`src/rtl/mips_fetch_pkg.sv`:
```
// Shared fetch-path types and constants for the paired fetch/decode boundary.
package mips_fetch_pkg;

   localparam int unsigned FQ_WIDTH = 32;
   localparam int unsigned FQ_DEPTH = 4;

   // Encodings of the decode-side take request
   localparam logic [1:0] TAKE_NONE = 2'd0;
   localparam logic [1:0] TAKE_ONE  = 2'd1;
   localparam logic [1:0] TAKE_TWO  = 2'd2;

   typedef struct packed {
      logic [FQ_WIDTH-1:0] pc;
      logic [FQ_WIDTH-1:0] instr;
   } fetch_entry_t;

endpackage : mips_fetch_pkg

```
`src/rtl/fetch_buf_mem.sv`:
```
// Queue storage: two write ports at consecutive addresses, two async read ports.
// Contents are intentionally not reset; validity is tracked by the queue count.
module fetch_buf_mem #(
   parameter int unsigned ENT_W = 64,
   parameter int unsigned DEPTH = 4
) (
   input  logic                     clk,
   input  logic                     we0,
   input  logic                     we1,
   input  logic [$clog2(DEPTH)-1:0] waddr,
   input  logic [ENT_W-1:0]         wdata0,
   input  logic [ENT_W-1:0]         wdata1,
   input  logic [$clog2(DEPTH)-1:0] raddr0,
   input  logic [$clog2(DEPTH)-1:0] raddr1,
   output logic [ENT_W-1:0]         rdata0,
   output logic [ENT_W-1:0]         rdata1
);

   localparam int unsigned PTR_W = $clog2(DEPTH);

   logic [ENT_W-1:0] mem [DEPTH];
   logic [PTR_W-1:0] waddr1;

   // Second write lands on the next slot, wrapping modulo DEPTH
   always_comb begin
      waddr1 = waddr + PTR_W'(1);
   end

   // Write both ports on the clock edge
   always_ff @(posedge clk) begin
      if (we0) mem[waddr]  <= wdata0;
      if (we1) mem[waddr1] <= wdata1;
   end

   // Asynchronous reads of the two oldest slots
   always_comb begin
      rdata0 = mem[raddr0];
      rdata1 = mem[raddr1];
   end

endmodule : fetch_buf_mem

```
`src/rtl/fetch_pair_queue.sv`:
```
// Dual-issue in-order instruction queue between the paired fetch register and decode.
module fetch_pair_queue
   import mips_fetch_pkg::*;
#(
   parameter int unsigned WIDTH = FQ_WIDTH,
   parameter int unsigned DEPTH = FQ_DEPTH
) (
   input  logic             clk,
   input  logic             reset,
   input  logic             flush,
   input  logic             in_valid1,
   input  logic             in_valid2,
   input  logic [WIDTH-1:0] in_pc1,
   input  logic [WIDTH-1:0] in_pc2,
   input  logic [WIDTH-1:0] in_instr1,
   input  logic [WIDTH-1:0] in_instr2,
   output logic             in_ready,
   output logic             out_valid1,
   output logic             out_valid2,
   output logic [WIDTH-1:0] out_pc1,
   output logic [WIDTH-1:0] out_pc2,
   output logic [WIDTH-1:0] out_instr1,
   output logic [WIDTH-1:0] out_instr2,
   input  logic [1:0]       out_take
);

   localparam int unsigned PTR_W = $clog2(DEPTH);
   localparam int unsigned CNT_W = $clog2(DEPTH + 1);
   localparam int unsigned SUM_W = CNT_W + 1;
   localparam int unsigned ENT_W = 2 * WIDTH;

   logic [PTR_W-1:0] rd_ptr;
   logic [PTR_W-1:0] wr_ptr;
   logic [PTR_W-1:0] rd_ptr1;
   logic [CNT_W-1:0] count;
   logic [1:0]       npush;
   logic [1:0]       npop;
   logic             we0;
   logic             we1;
   logic [ENT_W-1:0] wdata0;
   logic [ENT_W-1:0] wdata1;
   logic [ENT_W-1:0] rdata0;
   logic [ENT_W-1:0] rdata1;
   logic [SUM_W-1:0] cnt_sum;

   fetch_buf_mem #(
      .ENT_W (ENT_W),
      .DEPTH (DEPTH)
   ) u_mem (
      .clk    (clk),
      .we0    (we0),
      .we1    (we1),
      .waddr  (wr_ptr),
      .wdata0 (wdata0),
      .wdata1 (wdata1),
      .raddr0 (rd_ptr),
      .raddr1 (rd_ptr1),
      .rdata0 (rdata0),
      .rdata1 (rdata1)
   );

   // Room for a full pair; depends on registered count only
   always_comb begin
      in_ready = (count <= CNT_W'(DEPTH - 2));
   end

   // Push control: a lone pair-2 offer is packed into the first write slot
   always_comb begin
      npush  = 2'd0;
      we0    = 1'b0;
      we1    = 1'b0;
      wdata0 = {in_pc1, in_instr1};
      wdata1 = {in_pc2, in_instr2};
      if (in_ready && !flush && !reset) begin
         npush = 2'(in_valid1) + 2'(in_valid2);
         we0   = in_valid1 | in_valid2;
         we1   = in_valid1 & in_valid2;
         if (!in_valid1) wdata0 = {in_pc2, in_instr2};
      end
   end

   // Pop count: take clamped to two and to the number of stored entries
   always_comb begin
      npop = 2'd0;
      if (count >= CNT_W'(2)) begin
         npop = (out_take >= TAKE_TWO) ? 2'd2 : out_take;
      end else if (count == CNT_W'(1)) begin
         npop = (out_take != TAKE_NONE) ? 2'd1 : 2'd0;
      end
   end

   // Pointer and occupancy update; reset over flush over normal operation
   always_ff @(posedge clk) begin
      if (reset) begin
         rd_ptr <= '0;
         wr_ptr <= '0;
         count  <= '0;
      end else if (flush) begin
         rd_ptr <= '0;
         wr_ptr <= '0;
         count  <= '0;
      end else begin
         rd_ptr <= rd_ptr + PTR_W'(npop);
         wr_ptr <= wr_ptr + PTR_W'(npush);
         count  <= count + CNT_W'(npush) - CNT_W'(npop);
      end
   end

   // Present the two oldest entries, zeroing any slot that is not valid
   always_comb begin
      rd_ptr1    = rd_ptr + PTR_W'(1);
      out_valid1 = (count != '0);
      out_valid2 = (count >= CNT_W'(2));
      {out_pc1, out_instr1} = out_valid1 ? rdata0 : '0;
      {out_pc2, out_instr2} = out_valid2 ? rdata1 : '0;
   end

   // Occupancy after this cycle's push, used by the bound checks
   always_comb begin
      cnt_sum = SUM_W'(count) + SUM_W'(npush);
   end

   // Occupancy must stay within 0..DEPTH
   a_count_max : assert property (@(posedge clk) disable iff (reset)
      count <= CNT_W'(DEPTH));
   a_no_underflow : assert property (@(posedge clk) disable iff (reset || flush)
      cnt_sum >= SUM_W'(npop));
   a_no_overflow : assert property (@(posedge clk) disable iff (reset || flush)
      (cnt_sum - SUM_W'(npop)) <= SUM_W'(DEPTH));

endmodule : fetch_pair_queue

```
`config.mk`:
```
export PLATFORM = sky130hd
export DESIGN_NAME = fetch_pair_queue
export DESIGN_NICKNAME = d
export VERILOG_FILES = /design/src/rtl/mips_fetch_pkg.sv /design/src/rtl/fetch_buf_mem.sv /design/src/rtl/fetch_pair_queue.sv
export SDC_FILE = /design/constraint.sdc
export NUM_CORES = 1
export LEC_CHECK = 0
export ABC_AREA = 0
export CAP_MARGIN = 20
export CORE_UTILIZATION = 60
export CTS_BUF_LIST = sky130_fd_sc_hd__clkbuf_8 sky130_fd_sc_hd__clkbuf_16
export DETAILED_ROUTE_END_ITERATION = 8
export DONT_BUFFER_PORTS = 1
export PLACE_DENSITY = 0.76
export SLEW_MARGIN = 40
export SYNTH_ARGS = -nofsm -noshare
export SYNTH_HDL_FRONTEND = slang
export SYNTH_SLANG_ARGS = --single-unit
```
`constraint.sdc`:
```
create_clock -name clk -period 28.6 [get_ports clk]
set_clock_uncertainty 0.05 [all_clocks]
set_input_delay 2.86 -clock clk [delete_from_list [all_inputs] [get_ports clk]]
set_output_delay 2.86 -clock clk [all_outputs]
set_load 0.02 [all_outputs]
```
==> results of run 1 <==
-- power by group through the flow --
stage	registers (mW)	clock network (mW)	logic, mW
after floorplan	0.466	0	0.321
after global placement	0.480	0	0.364
after detailed placement	0.479	0	0.377
after CTS	0.471	0.372	0.378
after global routing	0.475	0.385	0.397
final	0.472	0.367	0.372
-- layout by cell type (no fill, tap or decap), drive strengths merged, types with 2 or more instances in the layout --
cell type	Yosys	routed
edfxtp	256	256
mux2	256	256
and2	131	131
mux4	128	128
clkbuf	29	32
buf	41	18
inv	5	12
clkinv	0	9
a21oi	7	7
dfxtp	7	7
nand2	5	5
xnor2	4	4
ha	4	4
bufinv	0	4
nor2	3	3
nor3	3	3
or3	3	3
a2111oi	3	3
nand3b	2	2
mux2i	2	2
fa	2	2
-- per-stage QoR --
step | hold WS, ns | instance area [µm²] | worst slack, ns
floorplan | 0.447 | 15300 | 14.20
global placement | 0.486 | 15400 | 22.98
detailed placement | 0.513 | 15500 | 23.09
CTS | 0.523 | 16400 | 22.51
global route | 0.558 | 16400 | 22.48
finish | 0.524 | 16400 | 22.71
-- cell families (layout without fill, tap and decap cells) --
family | after synthesis | in the layout | share of synthesized area (%)
flops | 263 | 263 | 51.1
buf+inv | 75 | 75 | 3.16
mux | 386 | 386 | 37.8
fa+ha+maj | 6 | 6 | 0.589
xor+xnor | 5 | 5 | 0.286
simple gates | 151 | 151 | 6.06
compound gates | 15 | 15 | 0.957
-- worst max-delay path by stage --
stage	startpoint	endpoint	cells after the start
4_1_cts	rd_ptr[0]	out_pc2[31]	3
3_3_place_gp	rd_ptr[1]	out_instr1[21]	3
3_5_place_dp	rd_ptr[0]	out_pc2[31]	3
6_report	rd_ptr[1]	out_instr1[0]	4
5_1_grt	rd_ptr[1]	out_pc2[14]	4
2_1_floorplan	in_valid1	u_mem.mem[1][0]	4
-- final cells by class --
type                       instances  area [µm²]
clock buffer                      32         767
clock inverter                    20         189
fill                            1739        8690
inverter                           5        18.8
multi-input combinational        563        7030
sequential                       263        7840
tap                              330         413
timing repair buffer              18         170
-- sequential cells by signal, indices dropped and copies added (netlist names) --
| register | flops |
|---|---|
| count | 3 |
| rd_ptr | 2 |
| u_mem.mem | 256 |
| wr_ptr | 2 |
-- worst max-delay path, delay by kind of cell, from the launching register on --
family / cells / cell delay [ns]
and+or+nand+nor: 1 / 0.28
muxes: 1 / 0.59
buffers and inverters: 2 / 0.87
DFF: 1 / 0.67
-- metal layers --
metal	track usage (%)	up-vias
met5	0	-
met4	7.76	0
met3	9.53	66
met2	48.5	355
met1	30.0	4391
li1	-	3584
==> impl_metrics.py, run 1 <==
metrics = {
    "place": {
        "dp.cells": 1179,
        "hpwl_um": 22100,
        "place_congestion": 0.852,
        "port_buffers": 0,
    },
    "worst_hold_path": {
        "whs_path_depth": 2,
        "hold_path_end": "wr_ptr[1]",
        "hold_start": "wr_ptr[1]",
        "hold_class": "reg2reg",
    },
    "routing": {
        "firstDrtPassIters": 5,
        "top_layer_used": "met4",
        "route.detailed.wl_per_inst_um": 28.6,
        "vias": 8396,
        "wl_met1_um": 12300,
        "drc_errors": 0,
        "routed_wl_um": 35200,
        "drtIter0Drc": 640,
        "viasPerCell": 6.82,
        "met2_length_um": 18500,
        "wl_met3_um": 3510,
        "drt.antenna.violating_nets": 0,
    },
    "timing": {
        "drv_slew": 0,
        "rsz0062_at_grt": "no",
        "slew_headroom_pct": 45.6,
        "tightest_slew_ns": 0.816,
        "setup_tns_ns": 0,
        "fmax_mhz": 170,
        "period_share_pct": 20.6,
        "period_minus_slack_ns": 5.89,
        "setup_violations": 0,
        "hold_viol_final": 0,
    },
    "clock_tree": {
        "post_cts_resized": 0,
        "tritoncts": "yes",
        "insertion_delay_ns": 0.54,
        "htree_num_levels": 1,
        "cts.sinks": 263,
        "postCtsSetupBuffers": 0,
        "cts_buffers": 28,
        "root_buffer": "clkbuf_16",
        "clk_path_buf_depth": 3,
        "path_clk_slew_ns": 0.06,
        "postCtsHoldBufs": 0,
    },
    "setup_path": {
        "cpPeakStageDelay_ns": 0.67,
        "r2r-start": "count[2]",
        "start_kind": "flip-flop",
        "path_class": "reg2out",
        "crit_arrival_ns": 2.98,
        "crit_required_ns": 25.69,
        "regToRegEndpoint": "u_mem.mem[3][29]",
        "rrSetupSlack_ns": 25.91,
        "rr_worst_depth": 4,
        "slowest_stage": "dfxtp_4",
        "path_max_fanout": 33,
        "path_cells": "buf_12 > buf_4 > mux4_2 > and2_1",
        "worstSetupEndpointType": "output pin",
    },
    "pwr": {
        "power_frac_seq_pct": 38.9,
        "leakagePower_nw": 5.11,
        "p_int_mw": 0.818,
        "pwr_density_cell_mw_per_mm2": 73.8,
        "power_switching_mw": 0.393,
        "power_frac_comb_pct": 30.7,
        "power_mw": 1.21,
        "power_frac_clock_pct": 30.3,
        "swShare_pct": 32.5,
        "ir_worst_vdd_mv": 0.0535,
    },
    "floorplan": {
        "boundaryPins": 266,
        "die_h_um": 162,
        "placementRows": 58,
        "dieArea_mm2": 0.0262,
        "die_w_um": 162,
        "core-area_mm2": 0.0251,
        "start_util_pct": 61.0,
    },
    "yosys": {
        "yosysTopAreaCell": "edfxtp_1",
        "synth_top_area_share_pct": 50.2,
        "ys_async_sr_fraction_pct": 0,
        "yosysSeqAreaShare_pct": 51.1,
        "synth-edff-count": 256,
        "yosysMostFrequentCell": "edfxtp_1",
        "synth_area_leaders": "edfxtp_1, mux4_2, mux2_2",
        "syn_nets": 1042,
        "yosysWarningCount": 0,
        "synth.avg_cell_area_um2": 17.0,
        "synth_flop_cell": "edfxtp_1",
        "yosys.cell_types.count": 34,
        "synth_seq_cells": 263,
        "synth_area_mm2": 0.0153,
        "synthCells": 901,
        "synthTopCellsByCount": "edfxtp_1, mux2_2, and2_1, mux4_2, clkbuf_1",
    },
    "grt": {
        "antenna_found_initial": 0,
        "grt_first_pass_wirelength_um": 52900,
        "track_usage_pct": 26.9,
        "grt_pass1_vias": 9167,
        "grt_overflow_total": 0,
        "grt_max_degree": 71,
    },
    "final_layout": {
        "drive_above_1_share_pct": 48.4,
        "stdcell_count": 1231,
        "finish.utilization_pct": 65.4,
        "nNetsFinal": 1020,
        "area_growth_pct": 7.30,
        "antenna_cells": 0,
    },
    "run": {
        "drv_cap": 0,
    },
    "outcome": {
        "status": "finished clean",
    },
}
No activity file was read; power rests on OpenSTA's default activity.
==> run 2, diff against run 1 <==
==> constraint.sdc (replaced) <==
create_clock -name clk -period 5.61 [get_ports clk]
set_clock_uncertainty 0.05 [all_clocks]
set_input_delay 0.561 -clock clk [delete_from_list [all_inputs] [get_ports clk]]
set_output_delay 0.561 -clock clk [all_outputs]
set_load 0.02 [all_outputs]
==> impl_metrics.py, run 2 (synthesis gave the netlist of run 1 again) <==
metrics = {
    "pwr": {
        "power_frac_clock_pct": 29.5,
        "pwr_density_cell_mw_per_mm2": 375,
        "ir_worst_vdd_mv": 0.275,
        "swShare_pct": 33.2,
        "leakagePower_nw": 5.10,
        "power_mw": 6.17,
        "p_int_mw": 4.12,
        "power_frac_seq_pct": 38.9,
        "power_frac_comb_pct": 31.6,
        "power_switching_mw": 2.05,
    },
    "final_layout": {
        "layout_common_cells": "edfxtp_1, mux2_2, and2_1, mux4_2, clkbuf_16",
        "final_common_cell": "edfxtp_1",
        "reg_top3": "u_mem.mem (256), count (3)",
        "register_area_mm2": 0.00784,
        "area_growth_pct": 7.37,
        "antenna_cells": 0,
        "final_area_mm2": 0.0164,
        "largest_reg_flops": 256,
        "drive_above_1_share_pct": 47.8,
        "nNetsFinal": 1022,
        "fillCellCount": 1749,
        "multi_input_area_mm2": 0.00706,
        "regMostFlops": "u_mem.mem",
        "stdcell_count": 1231,
    },
    "floorplan": {
        "die_w_um": 162,
        "placementRows": 58,
        "start_util_pct": 61.0,
        "die_h_um": 162,
        "core-area_mm2": 0.0251,
        "boundaryPins": 266,
        "dieArea_mm2": 0.0262,
    },
    "setup_path": {
        "cp_num_buf_inv": 1,
        "crit_required_ns": 5.00,
        "cpPeakStageDelay_ns": 0.76,
        "worstSetupEndpointType": "output pin",
        "path_class": "reg2out",
        "cp_top_family": "flip-flops",
        "slowest_stage": "dfxtp_4",
        "path_max_fanout": 34,
        "path_cells": "buf_4 > mux4_2 > and2_1",
        "start_kind": "flip-flop",
        "crit_arrival_ns": 2.83,
    },
    "place": {
        "place_area_mm2": 0.0155,
        "dp.cells": 1182,
        "preCtsSetupSlack_ns": 2.63,
        "place_congestion": 0.794,
        "port_buffers": 0,
        "hpwl_um": 22300,
    },
    "outcome": {
        "status": "finished clean",
    },
    "routing": {
        "routed_wl_um": 36200,
        "firstDrtPassIters": 4,
        "vias": 8569,
        "viasPerCell": 6.96,
        "drc_errors": 0,
        "drtIter0Drc": 564,
        "drt.antenna.violating_nets": 0,
        "route.detailed.wl_per_inst_um": 29.4,
    },
    "clock_tree": {
        "htree_num_levels": 1,
        "cts_buffers": 27,
        "path_clk_slew_ns": 0.07,
        "cts.sinks": 263,
        "insertion_delay_ns": 0.53,
        "root_buffer": "clkbuf_16",
        "tritoncts": "yes",
        "postCtsHoldBufs": 0,
        "clk_path_buf_depth": 3,
        "postCtsSetupBuffers": 0,
        "post_cts_resized": 0,
    },
    "worst_hold_path": {
        "hold_class": "in2reg",
    },
    "timing": {
        "period_share_pct": 61.4,
        "whs_ns": 0.0460,
        "fmax_mhz": 290,
        "hold_viol_final": 0,
        "period_minus_slack_ns": 3.45,
        "drv_slew": 0,
        "worst_slack_ns": 2.16,
        "slew_headroom_pct": 46.1,
        "tightest_slew_ns": 0.809,
        "setup_violations": 0,
        "rsz0062_at_grt": "no",
    },
    "run": {
        "drv_cap": 0,
    },
    "grt": {
        "track_usage_pct": 27.8,
        "grt_pass1_vias": 9409,
        "grt_max_degree": 65,
        "grt_first_pass_wirelength_um": 54300,
        "antenna_found_initial": 0,
        "grt_overflow_total": 0,
    },
}
==> run 2: cell count changes in the layout (fill, tap and decap cells not counted), sizes merged <==
cell | before | now
clkbuf | 32 | 27
inv | 12 | 13
buf | 18 | 21
bufinv | 4 | 5
==> run 2: area by class of cell <==
class                      count  area share, %
clock buffer                  27           4.11
clock inverter                22           1.32
inverter                       5          0.114
multi-input combinational    563           42.9
sequential                   263           47.7
tap                          330           2.51
timing repair buffer          21           1.32
==> run 2: worst paths after layout <==
| check | start | endpoint | slack, ns | cells past startpoint |
|---|---|---|---|---|
| worst max-delay path | rd_ptr[1] | out_pc1[10] | 2.16 | 3 |
| worst min-delay path | flush | count[1] | 0.05 | 1 |
| worst max register to register | count[0] | u_mem.mem[0][27] | 2.89 | 4 |
| worst min register to register | wr_ptr[1] | wr_ptr[1] | 0.56 | 2 |
==> run 2: per-stage QoR <==
stage	util, %	TNS [ns]
4_1_cts	65.4	0
6_report	65.4	0
5_1_grt	65.4	0
3_3_place_gp	61.7	0
3_5_place_dp	61.9	0
2_1_floorplan	-	-26.87
==> run 2: power by group through the flow <==
| stage | Combinational, mW | Sequential (mW) | Clock, mW |
|---|---|---|---|
| after detailed placement | 1.96 | 2.44 | 0 |
| after floorplan | 1.64 | 2.37 | 0 |
| after global routing | 2.06 | 2.41 | 1.92 |
| after global placement | 1.92 | 2.42 | 0 |
| after CTS | 1.96 | 2.40 | 1.84 |
| final | 1.95 | 2.40 | 1.82 |
==> run 2: routing by layer <==
layer	global-route usage (%)	wire (µm)
met5	0	0
met4	10.5	1060
met3	8.25	3390
met2	48.8	18600
met1	32.3	13200
==> run 3, diff against run 2 <==
--- a/config.mk
+++ b/config.mk
@@ -7,7 +7,7 @@
 export LEC_CHECK = 0
 export ABC_AREA = 0
 export CAP_MARGIN = 20
-export CORE_UTILIZATION = 60
+export CORE_UTILIZATION = 58
 export CTS_BUF_LIST = sky130_fd_sc_hd__clkbuf_8 sky130_fd_sc_hd__clkbuf_16
 export DETAILED_ROUTE_END_ITERATION = 8
 export DONT_BUFFER_PORTS = 1
==> constraint.sdc (replaced) <==
create_clock -name clk -period 3 [get_ports clk]
set_clock_uncertainty 0.05 [all_clocks]
set_input_delay 0.3 -clock clk [delete_from_list [all_inputs] [get_ports clk]]
set_output_delay 0.3 -clock clk [all_outputs]
set_load 0.02 [all_outputs]
==> impl_metrics.py, run 3 (synthesis gave the netlist of run 1 again) <==
metrics = {
    "floorplan": {
        "boundaryPins": 266,
        "die_h_um": 164,
        "dieArea_mm2": 0.0270,
        "placementRows": 59,
        "start_util_pct": 58.9,
        "die_w_um": 164,
        "core-area_mm2": 0.0260,
    },
    "run": {
        "drv_cap": 0,
    },
    "timing": {
        "period_share_pct": 97.3,
        "whs_ns": 0.0762,
        "worst_slack_ns": 0.0824,
        "tightest_slew_ns": 0.799,
        "setup_violations": 0,
        "fmax_mhz": 343,
        "slew_headroom_pct": 46.8,
        "rsz0062_at_grt": "no",
        "drv_slew": 0,
        "period_minus_slack_ns": 2.92,
        "hold_viol_final": 0,
        "setup_tns_ns": 0,
    },
    "final_layout": {
        "area_growth_pct": 20.0,
        "largest_reg_flops": 256,
        "nNetsFinal": 1205,
        "layout_common_cells": "edfxtp_1, mux2_2, dlygate4sd3_1, and2_1, mux4_2",
        "reg_top3": "u_mem.mem (256), count (3)",
        "final_common_cell": "edfxtp_1",
        "stdcell_count": 1422,
        "regMostFlops": "u_mem.mem",
        "drive_above_1_share_pct": 41.2,
        "final_area_mm2": 0.0184,
    },
    "routing": {
        "viasPerCell": 6.63,
        "vias": 9433,
        "route.detailed.wl_per_inst_um": 27.6,
        "drt.antenna.violating_nets": 0,
        "routed_wl_um": 39200,
        "drc_errors": 0,
        "firstDrtPassIters": 5,
        "drtIter0Drc": 665,
    },
    "outcome": {
        "status": "finished clean",
    },
    "setup_path": {
        "path_max_fanout": 37,
        "r2r-start": "count[0]",
        "crit_arrival_ns": 3.16,
        "path_class": "reg2reg",
        "rr_worst_depth": 5,
        "start_kind": "flip-flop",
        "startpoint": "count[0]",
        "crit_required_ns": 3.24,
        "worstSetupEndpointType": "flip-flop",
    },
    "grt": {
        "grt_overflow_total": 0,
        "grt_max_degree": 68,
        "grt_first_pass_wirelength_um": 58300,
        "track_usage_pct": 28.9,
        "grt_pass1_vias": 10211,
        "antenna_found_initial": 2,
    },
    "pwr": {
        "pwr_density_cell_mw_per_mm2": 652,
        "leakagePower_nw": 5.90,
        "ir_worst_vdd_mv": 0.449,
    },
    "clock_tree": {
        "htree_num_levels": 1,
        "clk_path_buf_depth": 3,
        "postCtsSetupBuffers": 0,
        "root_buffer": "clkbuf_16",
        "cts.sinks": 263,
        "insertion_delay_ns": 0.54,
        "cts_buffers": 29,
        "path_clk_slew_ns": 0.06,
        "tritoncts": "yes",
    },
    "place": {
        "place_congestion": 0.838,
        "port_buffers": 0,
        "hpwl_um": 22600,
        "dp.cells": 1200,
        "preCtsSetupSlack_ns": 0.509,
        "place_area_mm2": 0.0158,
    },
    "worst_hold_path": {
        "whs_path_depth": 3,
        "hold_class": "in2reg",
        "hold_start": "reset",
    },
}
==> run 3: cell count changes in the layout (fill, tap and decap cells not counted), moves of 2 or more <==
cell,delta
clkbuf_16,+2
buf_4,+3
buf_6,-2
clkinv_1,+3
buf_12,+14
inv_1,-3
bufinv_16,-2
diode_2,+3
dlygate4sd3_1,+168
==> run 3: report_power, final <==
group / leakage, nW / switching (mW) / internal, mW / total (mW)
combinational: 3.06 / 2.47 / 1.64 / 4.11
sequential: 2.38 / 0.170 / 4.29 / 4.46
clock: 0.457 / 1.42 / 1.99 / 3.42
==> run 3: layout make-up <==
cell class	count	area (µm²)
clock inverter	22	174
multi-input combinational	563	7050
clock buffer	29	726
inverter	5	18.8
sequential	263	7840
antenna	3	7.51
tap	335	419
timing repair buffer	202	2140
fill	1608	7610
==> run 3: timing repair <==
action                                 in CTS  in global routing
gates resized for setup                     0                  0
endpoints found under the hold margin     263                  0
hold buffers                              168                  0
==> run 3: critical path, cell delays in order (launching register included) <==
cell	delay (ns)
dfxtp_2	0.35
a2111o_1	0.71
a21oi_4	0.27
buf_12	0.30
mux2_1	0.38
dlygate4sd3_1	0.58
==> run 3: through the flow <==
stage          utilization, %  power (mW)
4_1_cts                  70.7        12.0
2_1_floorplan               -        7.50
6_report                 70.7        12.0
5_1_grt                  70.7        12.4
3_5_place_dp             60.7        8.35
3_3_place_gp             60.7        8.24
==> run 3: path summary, 6_finish.rpt <==
| check | slack, ns | endpoint |
|---|---|---|
| setup / recovery | 0.08 | u_mem.mem[1][46] |
| hold / removal | 0.08 | wr_ptr[0] |
| setup reg to reg | 0.08 | u_mem.mem[1][46] |
| hold reg to reg | 0.54 | wr_ptr[1] |
==> run 3: metal layers <==
| metal | vias to the layer above | GRT usage, % | share of wire (%) |
|---|---|---|---|
| met2 | 503 | 51.1 | 52 |
| met1 | 4878 | 34.7 | 37 |
| met3 | 80 | 6.48 | 8.9 |
| met4 | 0 | 10.1 | 2.4 |
| li1 | 3972 | - | - |
| met5 | - | 0 | 0 |
